<file path="src/rtl/alu_pkg.sv">
// Shared definitions for the datapath ALU: default width and operation encodings.
package alu_pkg;

  localparam int ALU_WIDTH = 32;

  localparam logic [2:0] ALU_AND  = 3'b000;
  localparam logic [2:0] ALU_OR   = 3'b001;
  localparam logic [2:0] ALU_ADD  = 3'b010;
  localparam logic [2:0] ALU_XOR  = 3'b011;
  localparam logic [2:0] ALU_SUB  = 3'b100;
  localparam logic [2:0] ALU_NOR  = 3'b101;
  localparam logic [2:0] ALU_SLT  = 3'b110;
  localparam logic [2:0] ALU_SLTU = 3'b111;

endpackage

</file>
<file path="src/rtl/alu_addsub.sv">
// Combinational adder/subtractor shared by ADD, SUB and both compares.
// Subtraction is A + ~B + 1, so carry-out is the "no borrow" indicator.
module alu_addsub
  import alu_pkg::*;
#(
  parameter int WIDTH = ALU_WIDTH
) (
  input  logic [WIDTH-1:0] i_a,
  input  logic [WIDTH-1:0] i_b,
  input  logic             i_sub,
  output logic [WIDTH-1:0] o_sum,
  output logic             o_cout,
  output logic             o_ovf
);

  logic [WIDTH-1:0] w_b;
  logic [WIDTH:0]   w_full;

  assign w_b    = i_sub ? ~i_b : i_b;
  assign w_full = {1'b0, i_a} + {1'b0, w_b} + {{WIDTH{1'b0}}, i_sub};
  assign o_sum  = w_full[WIDTH-1:0];
  assign o_cout = w_full[WIDTH];

  // Same-sign addends producing a different-sign sum; covers SUB via the inverted B.
  assign o_ovf = (i_a[WIDTH-1] == w_b[WIDTH-1]) && (o_sum[WIDTH-1] != i_a[WIDTH-1]);

endmodule

</file>
<file path="src/rtl/alu.sv">
// Integer ALU: operation mux over the shared adder plus a one-cycle output register.
// ans always carries the wrapped result; overflow is only meaningful for ADD/SUB.
module alu
  import alu_pkg::*;
#(
  parameter int WIDTH = ALU_WIDTH
) (
  input  logic             clk,
  input  logic             rst,
  input  logic [2:0]       ctrl,
  input  logic [WIDTH-1:0] _inum1,
  input  logic [WIDTH-1:0] _inum2,
  output logic [WIDTH-1:0] ans,
  output logic             overflow
);

  logic             w_sub;
  logic [WIDTH-1:0] w_sum;
  logic             w_cout;
  logic             w_as_ovf;
  logic [WIDTH-1:0] w_ans;
  logic             w_ovf;
  logic [WIDTH-1:0] r_ans;
  logic             r_ovf;

  assign w_sub = (ctrl != ALU_ADD);

  alu_addsub #(.WIDTH(WIDTH)) u_addsub (
    .i_a    (_inum1),
    .i_b    (_inum2),
    .i_sub  (w_sub),
    .o_sum  (w_sum),
    .o_cout (w_cout),
    .o_ovf  (w_as_ovf)
  );

  // Next-state result select; SLT corrects the sign of A-B when the subtraction overflows.
  always_comb begin
    w_ans = {WIDTH{1'b0}};
    w_ovf = 1'b0;
    case (ctrl)
      ALU_AND:  w_ans = _inum1 & _inum2;
      ALU_OR:   w_ans = _inum1 | _inum2;
      ALU_ADD: begin
        w_ans = w_sum;
        w_ovf = w_as_ovf;
      end
      ALU_XOR:  w_ans = _inum1 ^ _inum2;
      ALU_SUB: begin
        w_ans = w_sum;
        w_ovf = w_as_ovf;
      end
      ALU_NOR:  w_ans = ~(_inum1 | _inum2);
      ALU_SLT:  w_ans = {{(WIDTH-1){1'b0}}, w_sum[WIDTH-1] ^ w_as_ovf};
      ALU_SLTU: w_ans = {{(WIDTH-1){1'b0}}, ~w_cout};
      default: begin
        w_ans = {WIDTH{1'b0}};
        w_ovf = 1'b0;
      end
    endcase
  end

  // Output register with synchronous reset taking priority over the op.
  always_ff @(posedge clk) begin
    if (rst) begin
      r_ans <= {WIDTH{1'b0}};
      r_ovf <= 1'b0;
    end else begin
      r_ans <= w_ans;
      r_ovf <= w_ovf;
    end
  end

  assign ans      = r_ans;
  assign overflow = r_ovf;

endmodule

</file>
<file path="config.mk">
export PLATFORM = sky130hd
export DESIGN_NAME = alu
export DESIGN_NICKNAME = d
export VERILOG_FILES = /design/src/rtl/alu_pkg.sv /design/src/rtl/alu_addsub.sv /design/src/rtl/alu.sv
export SDC_FILE = /design/constraint.sdc
export NUM_CORES = 1
export LEC_CHECK = 0
export BUFFER_PORTS_ARGS = -buffer_cell sky130_fd_sc_hd__buf_2
export CAP_MARGIN = 20
export CORE_MARGIN = 2
export CORE_UTILIZATION = 50
export CTS_CLUSTER_DIAMETER = 150
export DETAILED_ROUTE_END_ITERATION = 12
export HOLD_SLACK_MARGIN = 0.02
export PLACE_DENSITY = 0.83
export SETUP_SLACK_MARGIN = 0.5
export SLEW_MARGIN = 20
export SYNTH_ARGS = -nofsm -noshare
export SYNTH_HDL_FRONTEND = slang
export SYNTH_HIERARCHICAL = 1
export SYNTH_SLANG_ARGS = --single-unit
</file>
<file path="constraint.sdc">
create_clock -name clk -period 6.9 [get_ports clk]
set_input_delay 0.345 -clock clk [delete_from_list [all_inputs] [get_ports clk]]
set_output_delay 0.345 -clock clk [all_outputs]
set_load 0.05 [all_outputs]
</file>
## Yosys cells after proc, flatten, opt, wreduce, memory -nomap -nowiden

Cells that the tools add are included.

| word-level totals | value |
|---|---|
| bits in registers | 33 |
| input bits | 69 |
| output and inout bits | 33 |
| word-level logic and storage cells | 28 |

| operators by class | value |
|---|---|
| add/subtract/negate cells | 2 |
| equal/unequal tests | 10 |
| muxes and demuxes | 2 |
| bitwise gates (word level) | 8 |
| reduce and logical (&&, ||, !) cells | 4 |

Operators with widths:

| operator | count |
|---|---|
| $pmux 32 s7 | 1 |
| $not 32->32 | 2 |
| $add 32x32->33 | 1 |
| $add 33x1->33 | 1 |
| $and 32x32->32 | 1 |
| $mux 32 | 1 |
| $or 32x32->32 | 1 |
| $xor 32x32->32 | 1 |
| $eq 3x3->1 const B | 4 |
| $eq 3x2->1 const B | 2 |
| $reduce_or 2->1 | 2 |
| $eq 3x1->1 const B | 1 |
| $logic_not 3->1 | 1 |
| $ne 3x2->1 const B | 1 |
| $not 1->1 | 2 |
| $eq 1x1->1 | 1 |
| $logic_and 1x1->1 | 1 |
| $ne 1x1->1 | 1 |
| $xor 1x1->1 | 1 |

## Logic depth before layout (Yosys ltp)

| depth | value |
|---|---|
| depth after elaboration | 8 |
| gate-level depth with buffers | 20 |
| mapped depth without buffers | 14 |

## Modules after synthesis

The synthesis kept the hierarchy.

By module, submodules not included:

| module | times used | cells each | area each (sq um) | sequential area each (sq um) |
|---|---|---|---|---|
| alu | 1 | 431 | 3,370.7 | 660.6 |
| alu_addsub | 1 | 309 | 2,174.6 | 0.0 |

## Worst setup path before layout

OpenSTA, ideal clock, no wires.

| path | value |
|---|---|
| kind | input to register |
| start point | input port ctrl[2] |
| end point | register r_ans[0], in the netlist ans[0] |
| library setup time | 0.079 ns |
| arrival | 3.937 ns |
| required time | 6.821 ns |
| setup slack | 2.883 ns |
| stages on the path | 20 |
| buffers on the path | 6 |
| cells stage by stage | buf_6 > buf_6 > buf_2 > or3b_1 > clkbuf_1 > buf_1 > xor2_1 > ha_1 > clkbuf_1 > a21oi_1 > nand2_1 > a31oi_1 > o41ai_1 > a21oi_1 > or3b_1 > nand3_1 > xor2_1 > and4b_1 > a31oi_1 > a211oi_2 |

| between the ends | value |
|---|---|
| longest elaborated chain between the ends | 8 |
| elaborated cells between the ends (all ways) | 19 |
| classes of those cells | add/sub: 2; eq/ne: 10; mux: 2; bitwise: 2; reduce/logical: 3 |

RTL lines:

| item | line | text |
|---|---|---|
| start, declared | alu.sv:10 | `input logic [2:0] ctrl,` |
| $ne 3x2->1 * | alu.sv:26 | `assign w_sub = (ctrl != ALU_ADD);` |
| net w_sub | alu.sv:17 | `logic w_sub;` |
| $mux 32 | alu_addsub.sv:19 | `assign w_b = i_sub ? ~i_b : i_b;` |
| $add 32x32->33 | alu_addsub.sv:20 | `assign w_full = {1'b0, i_a} + {1'b0, w_b} + {{WIDTH{1'b0}}, i_sub};` |
| $add 33x1->33 * | alu_addsub.sv:20 |  |
| net w_sum[31] | alu.sv:18 | `logic [WIDTH-1:0] w_sum;` |
| $ne 1x1->1 | alu_addsub.sv:25 | `assign o_ovf = (i_a[WIDTH-1] == w_b[WIDTH-1]) && (o_sum[WIDTH-1] != i_a[WIDTH-1]);` |
| $logic_and 1x1->1 | alu_addsub.sv:25 |  |
| $xor 1x1->1 * | alu.sv:54 | `ALU_SLT: w_ans = {{(WIDTH-1){1'b0}}, w_sum[WIDTH-1] ^ w_as_ovf};` |
| $pmux 32 s7 * | alu.sv:41 | `case (ctrl)` |
| end signal, assigned | alu.sv:66 | `r_ans <= {WIDTH{1'b0}};` |
| end signal, assigned | alu.sv:69 | `r_ans <= w_ans;` |
| end, declared | alu.sv:23 | `logic [WIDTH-1:0] r_ans;` |

Mark *: on every way through the listed nets, which the timed path passes. The rest lies on a longest branch.
A chain may end at the register's enable or synchronous reset.

## Worst setup path in the final report

| path | value |
|---|---|
| start point | input port ctrl[1] |
| end point | register r_ans[0], in the netlist ans[0] |

| between the ends | value |
|---|---|
| longest elaborated chain between the ends | 8 |
| elaborated cells between the ends (all ways) | 19 |
| classes of those cells | add/sub: 2; eq/ne: 10; mux: 2; bitwise: 2; reduce/logical: 3 |

RTL lines:

| item | line | text |
|---|---|---|
| $ne 3x2->1 * | alu.sv:26 |  |
| net w_sub | alu.sv:17 |  |
| $mux 32 | alu_addsub.sv:19 |  |
| $add 32x32->33 | alu_addsub.sv:20 |  |
| $add 33x1->33 | alu_addsub.sv:20 |  |
| $ne 1x1->1 | alu_addsub.sv:25 |  |
| $logic_and 1x1->1 * | alu_addsub.sv:25 |  |
| net w_as_ovf | alu.sv:20 | `logic w_as_ovf;` |
| $xor 1x1->1 * | alu.sv:54 |  |
| $pmux 32 s7 * | alu.sv:41 |  |

Marks and branches as above.

==> flow_summary.yaml <==
finish:
  nNetsFinal: 969
  n_antenna_cell: 0
  drive_gt1_share_pct: 15.2
  fin_util_pct: 56.3
  fin_cells: 944
  area_delta_synth_final_pct: 10.1
clocking:
  cts_resized: 0
  clock_path_buffers: 2
  postCtsHoldBufs: 0
  tritoncts: "yes"
  cts_made_buffers: 5
  postCtsSetupRepairBufs: 0
  cts_sinks: 33
  path_clk_slew_ps: 80
  root_buffer: "clkbuf_8"
  h-tree-depth: 2
timing:
  hold_violations: 0
  final-setup-viol-count: 0
  tightest_slew_ps: 1090
  maxSlewViolCount: 0
  fmax_ghz: 0.216
  finalSetupTns_ps: 0
  maxSlewHeadroom_pct: 27.4
  rsz0062_at_grt: "false"
  period_needed_ps: 4620
  period_share_pct: 67.0
floorplan:
  die_width_um: 109
  start_util_pct: 51.2
  rows: 38
  ios: 102
  coreArea_um2: 10800
  die_h_um: 109
  die_area_um2: 11900
logic_synthesis:
  synth_nets: 905
  synth.distinct_cells: 59
  synth.most_common_cell: "ha_1"
  ys_warn_count: 6
  synth_common_cells: "ha_1, inv_1, nor2b_1, o21ai_1, xor2_1"
  ys_top_cells_by_area: "ha_1, dfxtp_1, nor2b_1"
  synth_seq_cells: 33
  synth-async-reset-ratio_pct: 0
  netlist_instances: 740
  yosys.area.top_type_share_pct: 21.4
  synth_area_per_cell_um2: 7.49
  synth_edf_count: 0
  netlist_area_um2: 5550
  ys_seq_area_share_pct: 11.9
  ys.flop_type: "dfxtp_1"
  synth_area_leader_cell: "ha_1"
critical_path:
  crit_slowest_cell: "or3b_2"
  max_stage_delay_ps: 920
  crit_required_ps: 7050
  worstPathArrival_ps: 4780
  end_kind: "flip-flop"
  path_cells: "buf_2 > or3b_2 > xor2_1 > ha_1 > a21oi_1 > o21ai_1 > a31oi_1 > o41ai_1 > a21oi_1 > nor3_1 > nand4bb_1 > xor2_1 > and4b_1 > a31oi_1 > a211oi_2"
  worst_setup_path_start_kind: "input pin"
  path_class: "in2reg"
  cp_num_buf_inv: 1
  worst-path-max-fanout: 40
  cp_top_family: "simple AND/OR/NAND/NOR gates"
route:
  first_iter_violations: 333
  drc: 0
  wl_per_cell_um: 14.1
  viasPerCell: 5.67
  vias: 5355
  dr.pass1.iters: 5
  antenna_left: 0
  drt-total-wl_um: 13300
place:
  io_buffers: 101
  placed_cells: 937
  routabilityCongestion: 0.925
  dp_hpwl_um: 9500
hold_path:
  min_from: "_inum2[27]"
  hp-class: "in2reg"
  min_to: "ans[27]$_SDFF_PP0_"
  hold_depth: 4
power_and_ir_drop:
  leakage_nw: 2.98
  p_per_area_nw_per_um2: 150
  p_total_uw: 916
  worst_ir_drop_vdd_mv: 0.0929
global_routing:
  grt_use_total_pct: 22.5
  grt_pass1_wl_um: 22500
  grt-ovfl-total: 0
  grt_max_degree: 100
  grt_pass1_vias: 4965
  antenna_found_initial: 0
run_status:
  status: "completed"
job:
  drv_cap: 0
## metrics by stage
stage	worst slack (ps)	cell area [um2]	hold slack, ps
after CTS	2360	6110	555
final	2280	6110	556
after global placement	2190	6020	813
after global routing	1970	6110	574
after detailed placement	2060	6020	813
after floorplan	2880	5550	643
## power by group
part	leakage (nW)	switching, mW	internal (mW)
clock	0.0443	0.0818	0.0795
sequential	0.273	0.00436	0.210
combinational	2.66	0.337	0.203
total	2.98	0.423	0.493
## registers in the layout, summed over array words and instances (netlist names)
name and cells:
ans 32, overflow 1
## worst max-delay path by stage
stage	slack [ps]	endpoint	depth (start not counted)	from
floorplan	2880	ans[0]$_SDFF_PP0_	20	ctrl[2]
global placement	2190	ans[0]$_SDFF_PP0_	15	ctrl[1]
detailed placement	2060	ans[0]$_SDFF_PP0_	15	ctrl[1]
CTS	2360	ans[0]$_SDFF_PP0_	15	ctrl[1]
global route	1970	ans[0]$_SDFF_PP0_	15	ctrl[1]
finish	2280	ans[0]$_SDFF_PP0_	15	ctrl[1]
## layout by cell type, fill, tap and decap left out, types with 16 or more instances in the layout
cell | synthesis | layout
dfxtp_1 | 33 | 33
a21oi_1 | 34 | 34
nor2_1 | 23 | 23
nand2_1 | 25 | 25
inv_1 | 76 | 76
ha_1 | 95 | 95
nor3_1 | 36 | 36
o21ai_1 | 66 | 66
a21o_1 | 16 | 16
buf_2 | 17 | 101
mux2i_1 | 33 | 33
o21ai_0 | 19 | 19
nor2b_1 | 66 | 66
nor4_1 | 32 | 32
xor2_1 | 43 | 43
xnor2_1 | 17 | 17
## worst min-delay path, stage by stage
cell and delay, ps:
buf_2 120, ha_1 170, o21ai_1 120, nor4_1 50
## layer usage
metal / part of all wire [%] / track usage (%) / up-vias
met5: 0 / 0 / -
met4: 1.3 / 6.06 / 0
met3: 5.6 / 2.31 / 16
met2: 47 / 39.1 / 168
met1: 46 / 29.7 / 2476
li1: - / - / 2695
## cell families (layout without fill, tap and decap cells)
family | Yosys count | after routing | synth area share [%]
buf+inv | 124 | 188 | 9.39
compound gates | 175 | 175 | 19.1
fa+ha+maj | 97 | 97 | 22.0
mux | 33 | 33 | 5.96
xor+xnor | 60 | 60 | 9.48
simple gates | 218 | 218 | 22.2
flops | 33 | 33 | 11.9
## area by class of cell
| cell class | count | area, um2 |
|---|---|---|
| timing repair buffer | 105 | 536 |
| clock buffer | 7 | 86.3 |
| sequential | 33 | 661 |
| fill | 1043 | 4730 |
| multi-input combinational | 583 | 4360 |
| tap | 140 | 175 |
| inverter | 76 | 285 |
Note: power is estimated with default switching activity, not from simulation.
